$ cat src/rtl/serial_alu_ctrl_pkg.sv
// Shared definitions for the bit-serial ALU sequencer: opcodes, FSM encodings, helpers.
package serial_alu_ctrl_pkg;

    typedef logic [2:0] alu_op_t;

    localparam alu_op_t OP_AND  = 3'b000;
    localparam alu_op_t OP_OR   = 3'b001;
    localparam alu_op_t OP_XOR  = 3'b010;
    localparam alu_op_t OP_NAND = 3'b011;
    localparam alu_op_t OP_NOT  = 3'b100;
    localparam alu_op_t OP_ADD  = 3'b101;
    localparam alu_op_t OP_SUB  = 3'b110;
    localparam alu_op_t OP_PASS = 3'b111;

    localparam logic [0:0] IDLE = 1'b0;
    localparam logic [0:0] RUN  = 1'b1;

    // Only ADD/SUB propagate a carry between bit slices.
    function automatic logic is_arith(input alu_op_t op);
        return (op == OP_ADD) || (op == OP_SUB);
    endfunction

endpackage

$ cat src/rtl/serial_alu_ctrl_if.sv
// Request/result handshake bundle between a requester and the serial ALU sequencer.
interface serial_alu_ctrl_if
    import serial_alu_ctrl_pkg::*;
#(
    parameter int unsigned WIDTH = 8
);
    logic             start;
    alu_op_t          op;
    logic [WIDTH-1:0] a;
    logic [WIDTH-1:0] b;
    logic             busy;
    logic             done;
    logic [WIDTH-1:0] y;
    logic             cout;
    logic             zero;

    modport master (output start, op, a, b, input busy, done, y, cout, zero);
    modport slave  (input start, op, a, b, output busy, done, y, cout, zero);
endinterface

$ cat src/rtl/AND2.sv
// Library gate cell: 2-input AND.
module AND2 (
    input  logic a,
    input  logic b,
    output logic y
);
    assign y = a & b;
endmodule

$ cat src/rtl/EXOR2.sv
// Library gate cell: 2-input XOR.
module EXOR2 (
    input  logic a,
    input  logic b,
    output logic y
);
    assign y = a ^ b;
endmodule

$ cat src/rtl/NAND2.sv
// Library gate cell: 2-input NAND.
module NAND2 (
    input  logic a,
    input  logic b,
    output logic y
);
    assign y = ~(a & b);
endmodule

$ cat src/rtl/NOT1.sv
// Library gate cell: inverter.
module NOT1 (
    input  logic a,
    output logic y
);
    assign y = ~a;
endmodule

$ cat src/rtl/OR2.sv
// Library gate cell: 2-input OR.
module OR2 (
    input  logic a,
    input  logic b,
    output logic y
);
    assign y = a | b;
endmodule

$ cat src/rtl/serial_alu_ctrl_alu_bit.sv
// Combinational 1-bit ALU slice built from library gate cells; full adder from XOR/AND/OR.
module serial_alu_ctrl_alu_bit
    import serial_alu_ctrl_pkg::*;
(
    input  logic    a,
    input  logic    b,
    input  logic    cin,
    input  alu_op_t op,
    output logic    r,
    output logic    cout
);
    logic and_ab, or_ab, xor_ab, nand_ab, not_a, sum, prop_c;

    AND2  u_and  (.a(a),      .b(b),   .y(and_ab));
    OR2   u_or   (.a(a),      .b(b),   .y(or_ab));
    EXOR2 u_xor  (.a(a),      .b(b),   .y(xor_ab));
    NAND2 u_nand (.a(a),      .b(b),   .y(nand_ab));
    NOT1  u_not  (.a(a),                .y(not_a));

    // Full adder: sum = a^b^cin, cout = a&b | (a^b)&cin
    EXOR2 u_sum  (.a(xor_ab), .b(cin), .y(sum));
    AND2  u_prop (.a(xor_ab), .b(cin), .y(prop_c));
    OR2   u_cout (.a(and_ab), .b(prop_c), .y(cout));

    always_comb begin
        r = 1'b0;
        case (op)
            OP_AND:         r = and_ab;
            OP_OR:          r = or_ab;
            OP_XOR:         r = xor_ab;
            OP_NAND:        r = nand_ab;
            OP_NOT:         r = not_a;
            OP_ADD, OP_SUB: r = sum;
            OP_PASS:        r = a;
            default:        r = 1'b0;
        endcase
    end
endmodule

$ cat src/rtl/serial_alu_ctrl.sv
// Bit-serial ALU sequencer: shifts operands LSB-first through one ALU slice, one bit per clock.
module serial_alu_ctrl
    import serial_alu_ctrl_pkg::*;
#(
    parameter int unsigned WIDTH = 8
)(
    input  logic            clk,
    input  logic            rst_n,
    serial_alu_ctrl_if.slave bus
);
    localparam int unsigned CW = (WIDTH > 1) ? $clog2(WIDTH) : 1;

    logic [0:0]       state_q, state_d;
    alu_op_t          op_q, op_d;
    logic [WIDTH-1:0] a_sr, a_d, b_sr, b_d, r_sr, r_d, y_q, y_d;
    logic [CW-1:0]    cnt_q, cnt_d;
    logic             carry_q, carry_d;
    logic             busy_q, busy_d, done_q, done_d, cout_q, cout_d, zero_q, zero_d;

    logic             b_bit, bit_r, bit_cout;
    logic [WIDTH-1:0] r_next;

    // Subtraction is a + ~b + 1: invert b here, the +1 comes from the preloaded carry.
    assign b_bit  = (op_q == OP_SUB) ? ~b_sr[0] : b_sr[0];
    assign r_next = {bit_r, r_sr[WIDTH-1:1]};

    serial_alu_ctrl_alu_bit u_bit (
        .a    (a_sr[0]),
        .b    (b_bit),
        .cin  (carry_q),
        .op   (op_q),
        .r    (bit_r),
        .cout (bit_cout)
    );

    always_ff @(posedge clk or negedge rst_n) begin
        if (!rst_n) begin
            state_q <= IDLE;
            op_q    <= OP_AND;
            a_sr    <= '0;
            b_sr    <= '0;
            r_sr    <= '0;
            cnt_q   <= '0;
            carry_q <= 1'b0;
            busy_q  <= 1'b0;
            done_q  <= 1'b0;
            y_q     <= '0;
            cout_q  <= 1'b0;
            zero_q  <= 1'b1;
        end else begin
            state_q <= state_d;
            op_q    <= op_d;
            a_sr    <= a_d;
            b_sr    <= b_d;
            r_sr    <= r_d;
            cnt_q   <= cnt_d;
            carry_q <= carry_d;
            busy_q  <= busy_d;
            done_q  <= done_d;
            y_q     <= y_d;
            cout_q  <= cout_d;
            zero_q  <= zero_d;
        end
    end

    always_comb begin
        state_d = state_q;
        op_d    = op_q;
        a_d     = a_sr;
        b_d     = b_sr;
        r_d     = r_sr;
        cnt_d   = cnt_q;
        carry_d = carry_q;
        busy_d  = busy_q;
        done_d  = 1'b0;
        y_d     = y_q;
        cout_d  = cout_q;
        zero_d  = zero_q;

        case (state_q)
            IDLE: begin
                if (bus.start) begin
                    state_d = RUN;
                    op_d    = bus.op;
                    a_d     = bus.a;
                    b_d     = bus.b;
                    r_d     = '0;
                    cnt_d   = '0;
                    carry_d = (bus.op == OP_SUB);
                    busy_d  = 1'b1;
                end
            end
            RUN: begin
                a_d   = {1'b0, a_sr[WIDTH-1:1]};
                b_d   = {1'b0, b_sr[WIDTH-1:1]};
                r_d   = r_next;
                cnt_d = cnt_q + CW'(1);
                if (is_arith(op_q)) carry_d = bit_cout;
                // Last bit: publish the result and return to idle.
                if (cnt_q == CW'(WIDTH - 1)) begin
                    state_d = IDLE;
                    cnt_d   = '0;
                    busy_d  = 1'b0;
                    done_d  = 1'b1;
                    y_d     = r_next;
                    cout_d  = is_arith(op_q) & bit_cout;
                    zero_d  = (r_next == '0);
                end
            end
            default: state_d = IDLE;
        endcase
    end

    assign bus.busy = busy_q;
    assign bus.done = done_q;
    assign bus.y    = y_q;
    assign bus.cout = cout_q;
    assign bus.zero = zero_q;
endmodule
$ cat src/flat_wrapper.sv
// flat-port wrapper written by rule: the top's interface ports become plain ports
module serial_alu_ctrl_flat import serial_alu_ctrl_pkg::*;
#(
    parameter int unsigned WIDTH = 8
)
  (clk, rst_n, bus_start, bus_op, bus_a, bus_b, bus_busy, bus_done, bus_y, bus_cout, bus_zero);
  serial_alu_ctrl_if #(.WIDTH(WIDTH)) bus_i ();
  input  logic clk;
  input  logic rst_n;
  input wire logic [$bits(bus_i.start)-1:0] bus_start;
  input wire logic [$bits(bus_i.op)-1:0] bus_op;
  input wire logic [$bits(bus_i.a)-1:0] bus_a;
  input wire logic [$bits(bus_i.b)-1:0] bus_b;
  output wire logic [$bits(bus_i.busy)-1:0] bus_busy;
  output wire logic [$bits(bus_i.done)-1:0] bus_done;
  output wire logic [$bits(bus_i.y)-1:0] bus_y;
  output wire logic [$bits(bus_i.cout)-1:0] bus_cout;
  output wire logic [$bits(bus_i.zero)-1:0] bus_zero;
  assign bus_i.start = bus_start;
  assign bus_i.op = bus_op;
  assign bus_i.a = bus_a;
  assign bus_i.b = bus_b;
  assign bus_busy = bus_i.busy;
  assign bus_done = bus_i.done;
  assign bus_y = bus_i.y;
  assign bus_cout = bus_i.cout;
  assign bus_zero = bus_i.zero;
  serial_alu_ctrl #(.WIDTH(WIDTH)) u_core (.clk(clk), .rst_n(rst_n), .bus(bus_i));
endmodule
$ cat config.mk
export PLATFORM = sky130hd
export DESIGN_NAME = serial_alu_ctrl_flat
export DESIGN_NICKNAME = d
export VERILOG_FILES = /design/src/rtl/serial_alu_ctrl_pkg.sv /design/src/rtl/serial_alu_ctrl_if.sv /design/src/rtl/AND2.sv /design/src/rtl/EXOR2.sv /design/src/rtl/NAND2.sv /design/src/rtl/NOT1.sv /design/src/rtl/OR2.sv /design/src/rtl/serial_alu_ctrl_alu_bit.sv /design/src/rtl/serial_alu_ctrl.sv /design/src/flat_wrapper.sv
export SDC_FILE = /design/constraint.sdc
export NUM_CORES = 1
export LEC_CHECK = 0
export BUFFER_PORTS_ARGS = -buffer_cell sky130_fd_sc_hd__clkbuf_2
export CAP_MARGIN = 10
export CORE_UTILIZATION = 55
export CTS_CLUSTER_SIZE = 14
export DETAILED_ROUTE_END_ITERATION = 8
export PLACE_DENSITY_LB_ADDON = 0.1
export SKIP_LAST_GASP = 1
export SLEW_MARGIN = 0
export SYNTH_ARGS = -nofsm -noshare
export SYNTH_HDL_FRONTEND = slang
export SYNTH_SLANG_ARGS = --single-unit
$ cat constraint.sdc
create_clock -name clk -period 2.51 [get_ports clk]
set_input_delay 0.3765 -clock clk [delete_from_list [all_inputs] [get_ports clk]]
set_output_delay 0.3765 -clock clk [all_outputs]
set_load 0.02 [all_outputs]
* Word-level counts from Yosys, hierarchy flattened
Index checks and enable logic that the tools add are counted.
** Word-level totals
- Register bits after elaboration :: 44
** Cells by class
- Equality and inequality tests :: 12
- Add/subtract/negate cells :: 1
- Mux-type cells :: 22
- Bitwise gates (word level) :: 11
- Reductions and logical operators :: 8
** Operators with widths (count)
- case mux 8 bit (2 select lines) :: 3
- 2-to-1 mux 8 bit :: 3
- equality test 3 bit, second input constant :: 6
- 2-to-1 mux 1 bit :: 9
- zero test 8 bit :: 1
- AND reduction 2 bit :: 4
- case mux 1 bit (7 select lines) :: 1
- equality test 3 x 2 -> 1 bit, second input constant :: 2
- 2-to-1 mux 3 bit :: 2
- inequality test 2 bit, second input constant :: 3
- case mux 1 bit (2 select lines) :: 3
- case mux 3 bit (2 select lines) :: 1
- inverter 1 bit :: 4
- adder 3 x 1 -> 3 bit, second input constant :: 1
- AND 1 bit :: 3
- equality test 3 x 1 -> 1 bit, second input constant :: 1
- zero test 3 bit :: 1
- bitwise OR 1 bit :: 2
- OR reduction 2 bit :: 1
- XOR 1 bit :: 2
- logical OR 1 bit :: 1

* Longest topological paths before layout
Gate-level depths: netlist (run 1).
- Depth after elaboration :: 7
- Mapped depth :: 9

* Hierarchy
Synthesis (run 1) repeated with hierarchy kept, for this count alone.
** Second synthesis, totals
- Cells, all modules :: 173
- Area total of the unflattened synthesis :: 1983.2 um^2
** Modules (own cells, without submodules)
- serial_alu_ctrl :: area an instance 1865.5 um^2, cells an instance 160, seq. area each 1077.3 um^2, times used 1
- serial_alu_ctrl_alu_bit :: area an instance 67.6 um^2, cells an instance 5, seq. area each 0.0 um^2, times used 1
- EXOR2 :: area an instance 8.8 um^2, cells an instance 1, seq. area each 0.0 um^2, times used 2
- AND2 :: area an instance 6.3 um^2, cells an instance 1, seq. area each 0.0 um^2, times used 2
- OR2 :: area an instance 6.3 um^2, cells an instance 1, seq. area each 0.0 um^2, times used 2
- NAND2 :: area an instance 3.8 um^2, cells an instance 1, seq. area each 0.0 um^2, times used 1
- NOT1 :: area an instance 3.8 um^2, cells an instance 1, seq. area each 0.0 um^2, times used 1

* Least setup slack after synthesis (run 1)
No wires, ideal clock.
- Path kind :: reg-to-reg
- From :: reg u_core.op_q[0]
- To :: reg u_core.zero_q (netlist: u_core.bus.zero)
- Data arrival time :: 2.040 ns
- Setup time :: 0.080 ns
- Slack :: 0.390 ns
- Stages on the path, launching flop included :: 10
- Buffers on the path :: 1
- Cells stage by stage :: dfrtp_1 > buf_6 > nand3b_1 > xnor2_1 > inv_1 > fa_1 > nor2b_1 > o32ai_2 > a31oi_2 > a32o_1
** Between the ends
- Cells in the longest elaborated chain, start to end :: 6
- Elaborated cells between the ends (all ways) :: 17
** Ends and longest elaborated chain
- start: declaration :: line serial_alu_ctrl.sv:14 : alu_op_t op_q, op_d;
- start signal: assignment :: line serial_alu_ctrl.sv:52 : op_q <= op_d;
- equality test 3 bit :: line serial_alu_ctrl_alu_bit.sv:27, serial_alu_ctrl.sv:24
- 2-to-1 mux 1 bit :: line serial_alu_ctrl.sv:24 : assign b_bit = (op_q == OP_SUB) ? ~b_sr[0] : b_sr[0];
- XOR 1 bit / AND 1 bit (equally long branches) :: line EXOR2.sv:7, AND2.sv:7, NAND2.sv:7
- XOR 1 bit / inverter 1 bit (equally long branches) :: line EXOR2.sv:7, NAND2.sv:7
- case mux 1 bit (7 select lines) (*) :: line serial_alu_ctrl_alu_bit.sv:27 : case (op)
- zero test 8 bit (*) :: line serial_alu_ctrl.sv:107 : zero_d = (r_next == '0);
- end signal: assignment :: line serial_alu_ctrl.sv:62 : zero_q <= zero_d;
- end: declaration :: line serial_alu_ctrl.sv:18 : logic busy_q, busy_d, done_q, done_d, cout_q, cout_d, zero_q, zero_d;
Every way passes the cells marked *; elsewhere a longest branch is shown, timed or not.
A chain may end at the register's enable or synchronous reset.

* Worst setup path after layout (run 1)
Same ends and word-level chain as after synthesis.

==> impl_metrics.csv, run 1 <==
group,metric,value,unit
run_status,status,"complete, no violations",
clock_tree,h-tree-depth,2,
die,die_y,62.4,µm
logic_synthesis,synth_nets,201,
timing,finalCriticalPeriod,2300,ps
final_layout,final_nets,233,
flow_run,maxCapViolCount,0,
logic_synthesis,yosys.area_share.simple,10.6,%
die,io_pins,34,
routing,drt_iter0_drc,60,
critical_path,rrSetupSlack,210,ps
logic_synthesis,syn_area_per_cell,11.5,µm²
power,switchingPower,993,µW
critical_path,path_class,"register to register",
grt,grt.busiest_layer,"met2",
power,power.density,1140,nW/µm²
clock_tree,post_cts_buffers,0,
final_layout,fin_area,2250,µm²
critical_path,rr_worst_depth,8,
grt,grt_usage,20.6,%
die,placementRows,21,
power,p_leak,0.00111,µW
final_layout,antenna_cells,0,
die,fp.dieW,62.4,µm
power,total_power,2570,µW
power,seqPwrFrac,48.1,%
critical_path,critPathRequiredTime,2820,ps
critical_path,worstSetupEndpointType,"register",
logic_synthesis,synth_edf_count,0,
placed_design,portBuffers,33,
routing,drc,0,
die,die-area,3900,µm²
placed_design,hpwl,2560,µm
final_layout,drive_gt1_share,30.0,%
grt,use_met2,34.8,%
power,comb_power_share,38.4,%
clock_tree,cts_resized,0,
die,start_util,58.8,%
routing,via_count,1385,
logic_synthesis,ys_warn_count,0,
critical_path,startpoint_type,"register",
logic_synthesis,yosysSeqAreaShare,53.6,%
power,pwr-share-clk,13.5,%
logic_synthesis,synth.distinct_cells,32,
logic_synthesis,synth_xor_area_share,0.872,%
routing,final_antenna_net_count,0,
timing,clock-skew-final,4.05,ps
clock_tree,cts_root_buf,"clkbuf_4",
grt,antenna_found_initial,0,
die,core,3420,µm²
critical_path,r2r_end,"u_core.bus.zero",
power,irDropWorstVdd,0.000518,V
logic_synthesis,synth_compound_area_share,11.7,%
final_layout,fillerInstances,301,
final_layout,final_util,65.8,%
critical_path,critPathArrivalTime,2610,ps
timing,slew_headroom,64.2,%
grt,grt_max_degree,44,
timing,hold_viol,0,
routing,avgRoutedWirePerCell,14.0,µm
clock_tree,cts_buffers,5,
grt,grt-ovfl-total,0,
grt,met1_usage,25.3,%
worst_hold_path,hp-class,"input pin to async pin",
grt,grt_pass1_wl,6140,µm
logic_synthesis,synth_most_common_cell,"dfrtp_1",
routing,routed_wl,3540,µm
placed_design,gp_congestion,0.748,
timing,setup_tns,0,ps
clock_tree,clk_pin_slew,130,ps
critical_path,crit_fanout,9,
timing,worst_slew_pin_slew,537,ps
clock_tree,hold_buffers,0,
clock_tree,cts_buffer_depth,2,
logic_synthesis,syn_inst,174,
logic_synthesis,synth_top_family_by_area,"multiplexers",
timing,maxSlewViolCount,0,
clock_tree,clock_latency,360,ps
power,intPower,1580,µW
grt,grt_pass1_vias,1373,
timing,setup_viol,0,
logic_synthesis,synth_ff_type,"dfrtp_1",
routing,first_pass_iters,4,
clock_tree,cts_tree,"built",
logic_synthesis,ys_ff_latch,43,
timing,rsz0062_at_grt,"false",
power,swShare,38.6,%
logic_synthesis,synthMuxAreaShare,15.2,%
routing,viasPerCell,5.47,
logic_synthesis,synthTopCellsByCount,"dfrtp_1, o21ai_0, nand2_1",
logic_synthesis,synthAdderAreaFrac,3.49,%
logic_synthesis,netlist.area_leader.share,52.3,%
timing,fin_crit_sh,91.7,%
logic_synthesis,yosys-top-cells-area,"dfrtp_1, mux2i_1, mux2_2",
logic_synthesis,syn_area,2010,µm²
logic_synthesis,postSynth.asyncResetShare,100,%
placed_design,placed_area,2190,µm²
critical_path,rr_startpoint,"u_core.op_q[0]",
grt,grt_util_met3,5.29,%
logic_synthesis,yosysTopAreaCell,"dfrtp_1",
timing,fmax,0.434,GHz
final_layout,syn_to_final_growth,11.9,%
clock_tree,cts_sinks,43,
[stage by stage]
step	hold slack (ps)	std cells	setup slack (ps)
floorplan	80.9	174	390
global placement	460	245	334
detailed placement	473	245	201
CTS	66.4	253	194
global route	88.0	253	40.7
finish	63.8	253	208
[cells by family after synthesis]
group	count (synthesis)
XOR/XNOR	2
adder cells (fa/ha/maj)	5
flip-flops	43
multiplexers	29
AO/OA/AOI/OAI	35
buffers and inverters	17
AND/OR/NAND/NOR	43
[layout by cell type (no fill, tap or decap), types with 2 or more instances in the layout]
cell type and instances:
nor2b_1 3, xnor2_1 2, clkinvlp_4 2, nor2_1 8, nand2b_1 4, o21ai_0 21
buf_4 3, nand2_1 20, mux2i_1 17, inv_1 6, dfrtp_1 42, a22o_1 7
nor3_1 2, clkbuf_2 33, mux2_2 12, ha_1 4, clkbuf_4 5
[metal layers]
layer  vias to the layer above  part of all wire, %  wire length, µm
met4                         0                  1.6               56
met2                        30                   52             1830
met1                       681                   42             1500
met3                         7                  4.5              158
met5                         -                    0                0
li1                        667                    -                -
[power groups by stage]
stage	clock network, µW	logic, µW	registers [µW]
floorplan	0	774	1230
global placement	0	946	1220
detailed placement	0	1000	1250
CTS	362	1010	1230
global route	387	1110	1280
finish	348	988	1240
[critical path, stage by stage, from the launching register on]
cell	delay [ps]
dfrtp_1	490
nand3b_1	210
xnor2_1	220
inv_1	110
fa_1	470
nor2b_1	150
o32ai_2	280
a31oi_2	80
a32o_1	240
[how the worst max path moves through the flow]
stage / slack [ps] / depth (start not counted) / end / start
2_1_floorplan: 390 / 9 / u_core.bus.zero / u_core.op_q[0]
3_3_place_gp: 330 / 8 / u_core.bus.zero / u_core.op_q[0]
3_5_place_dp: 200 / 8 / u_core.bus.zero / u_core.op_q[0]
4_1_cts: 190 / 8 / u_core.bus.zero / u_core.op_q[0]
5_1_grt: 40 / 8 / u_core.bus.zero / u_core.op_q[0]
6_report: 210 / 8 / u_core.bus.zero / u_core.op_q[0]
[registers in the layout, indices dropped and copies added (netlist names)]
register	count
u_core.state_q	1
u_core.bus.cout	1
u_core.b_sr	8
u_core.bus.done	1
u_core.cnt_q	3
u_core.a_sr	8
u_core.bus.y	8
u_core.carry_q	1
u_core.op_q	3
u_core.r_sr	7
u_core.bus.zero	1
u_core.bus.busy	1
[final cells by class]
cell class                 count  area [µm²]  share of cell area (%)
multi-input combinational    114         842                    37.5
sequential                    43        1080                    47.9
timing repair buffer          36         188                    8.35
inverter                       6        22.5                    1.00
clock inverter                 3        23.8                    1.06
clock buffer                   5        37.5                    1.67
tap                           46        57.6                    2.56
Power figures use the tool's default switching activity.
==> run 2, diff against run 1 <==
- ABC_AREA: unset -> 1
- CAP_MARGIN: 10 -> 20
==> run 2 against run 1 <==
Clock power rose by 28%; via count is 9.2% higher; cell count increased by 18%; critical endpoint is now u_core.r_sr[7]; largest cell class unchanged; largest power group unchanged.
==> impl_metrics.csv, run 2 <==
group,metric,value,unit
grt,grt_pass1_vias,1336,
clock_tree,clk_pin_slew,130,ps
final_layout,fillerInstances,319,
logic_synthesis,ys_ff_latch,43,
final_layout,final_common_cell,"nand2_1",
power,switchingPower,1120,µW
final_layout,final_nets,278,
timing,maxSlewViolCount,0,
clock_tree,cts_sinks,43,
clock_tree,clock_latency,360,ps
die,fp.dieW,61.4,µm
routing,drc,0,
critical_path,cpLargestDelayFamily,"flip-flops",
logic_synthesis,syn_area,1940,µm²
logic_synthesis,postSynth.asyncResetShare,100,%
power,seqPwrFrac,43.8,%
placed_design,hpwl,2500,µm
clock_tree,cts_buffer_depth,2,
die,io_pins,34,
power,irDropWorstVdd,0.000624,V
critical_path,critPathRequiredTime,2820,ps
power,comb_power_share,39.7,%
timing,worst_slew_pin_slew,736,ps
routing,final_antenna_net_count,0,
placed_design,portBuffers,33,
power,p_leak,0.00115,µW
routing,viasPerCell,5.07,
final_layout,syn_to_final_growth,14.2,%
timing,fmax,0.518,GHz
clock_tree,cts_root_buf,"clkbuf_4",
logic_synthesis,synthTopCellsByCount,"nand2_1, dfrtp_1, nand3_1",
logic_synthesis,yosys-top-cells-area,"dfrtp_1, nand2_1, nand3_1",
final_layout,final_cell_mix,"nand2_1, dfrtp_1, clkbuf_2",
logic_synthesis,synth_most_common_cell,"nand2_1",
clock_tree,h-tree-depth,2,
routing,via_count,1512,
critical_path,slowest_delay,530,ps
timing,hold_viol,0,
die,die_y,61.4,µm
power,power.density,1220,nW/µm²
logic_synthesis,synth.distinct_cells,26,
routing,routed_wl,3640,µm
timing,setup_ws,578,ps
critical_path,startpoint_type,"register",
grt,grt_pass1_wl,5920,µm
power,intPower,1600,µW
run_status,status,"complete, no violations",
logic_synthesis,synth_ff_type,"dfrtp_1",
final_layout,antenna_cells,0,
critical_path,path_class,"register to register",
timing,finalCriticalPeriod,1930,ps
logic_synthesis,yosysTopAreaCell,"dfrtp_1",
routing,first_pass_iters,6,
critical_path,critPathBufInv,1,
logic_synthesis,netlist.area_leader.share,54.2,%
grt,grt-ovfl-total,0,
routing,avgRoutedWirePerCell,12.2,µm
worst_hold_path,hp-class,"input pin to register",
flow_run,maxCapViolCount,0,
logic_synthesis,syn_area_per_cell,8.94,µm²
placed_design,gp_congestion,0.892,
logic_synthesis,yosysSeqAreaShare,55.5,%
timing,setup_tns,0,ps
timing,clock-skew-final,10.3,ps
critical_path,slowest_stage,"dfrtp_1",
timing,setup_viol,0,
grt,antenna_found_initial,0,
critical_path,critPathArrivalTime,2240,ps
grt,grt_max_degree,32,
die,core,3360,µm²
timing,rsz0062_at_grt,"false",
logic_synthesis,synth_nets,244,
logic_synthesis,synth_edf_count,0,
clock_tree,cts_tree,"built",
placed_design,preCtsSetupSlack,628,ps
logic_synthesis,syn_inst,217,
grt,grt_usage,22.1,%
die,placementRows,21,
power,swShare,41.2,%
critical_path,crit_fanout,9,
die,die-area,3770,µm²
critical_path,crit_chain,"nand3_1, xor2_1, fa_1, inv_1, nand4_1, nand3_1, nand3_1, nand2_1",
routing,drt_iter0_drc,66,
critical_path,worstSetupEndpointType,"register",
critical_path,timing.critical_path.mode_cell,"nand3_1",
timing,slew_headroom,50.9,%
timing,fin_crit_sh,77.0,%
logic_synthesis,ys_warn_count,0,
clock_tree,cts_buffers,5,
power,pwr-share-clk,16.5,%
die,start_util,57.7,%
final_layout,drive_gt1_share,20.6,%
run 2: tightest hold or removal path: stages:
cell and delay (ps):
clkbuf_2 70, nand2_1 40, nand3_1 50
run 2: path summary, 6_finish.rpt:
| check | start | endpoint | slack (ps) | cells after the start |
|---|---|---|---|---|
| worst max-delay path | u_core.op_q[2] | u_core.r_sr[7] | 580 | 8 |
| max in group asynchronous | rst_n | u_core.bus.zero | 1360 | 3 |
| worst max register to register | u_core.op_q[2] | u_core.r_sr[7] | 580 | 8 |
| worst min register to register | u_core.bus.zero | u_core.bus.zero | 480 | 2 |
| min in group asynchronous | rst_n | u_core.bus.cout | 420 | 2 |
| worst min-delay path | bus_a[5] | u_core.a_sr[5] | 210 | 3 |
run 2: final cells by class:
type / instances / area [µm²] / area share, %
Multi-Input combinational cell: 144 / 729 / 32.9
Inverter: 21 / 80.1 / 3.61
Timing Repair Buffer: 36 / 190 / 8.58
Tap cell: 46 / 57.6 / 2.60
Clock buffer: 5 / 37.5 / 1.69
Sequential cell: 43 / 1080 / 48.6
Clock inverter: 3 / 43.8 / 1.98
run 2: stage by stage:
step           hold slack [ps]  cells  cell area, µm²  util, %  power (µW)
3_3_place_gp               289    289            2120     63.2        2250
4_1_cts                    201    298            2220     65.9        2720
6_report                   210    298            2220     65.9        2710
5_1_grt                    208    298            2220     65.9        2950
3_5_place_dp               284    289            2120     63.2        2280
2_1_floorplan             80.9    217            1940        -        2010
run 2: routing by layer:
metal | wire (µm) | global-route usage [%] | vias to the layer above
li1 | - | - | 775
met1 | 1790 | 28.8 | 680
met3 | 192 | 5.46 | 6
met5 | 0 | 0 | -
met2 | 1620 | 34.2 | 51
met4 | 40 | 12.1 | 0
run 2: repair_timing:
action / 4_1_cts / 5_1_grt
hold buffers: 1 / 0
gates resized for setup: 0 / 0
setup buffers: 0 / 0
hold endpoints to repair: 12 / 0
run 2: cells by family after synthesis:
group / count (synthesis) / synth area share, %
simple gates: 110 / 24.8
flops: 43 / 55.5
buf+inv: 30 / 6.90
compound gates: 28 / 8.77
fa+ha+maj: 5 / 3.61
xor+xnor: 1 / 0.451
run 2: power by group through the flow:
| stage | Combinational [µW] | Sequential [µW] | Clock (µW) |
|---|---|---|---|
| after detailed placement | 1070 | 1200 | 0 |
| after global placement | 1050 | 1190 | 0 |
| after global routing | 1240 | 1230 | 481 |
| after CTS | 1080 | 1190 | 454 |
| after floorplan | 798 | 1220 | 0 |
| final | 1080 | 1190 | 446 |
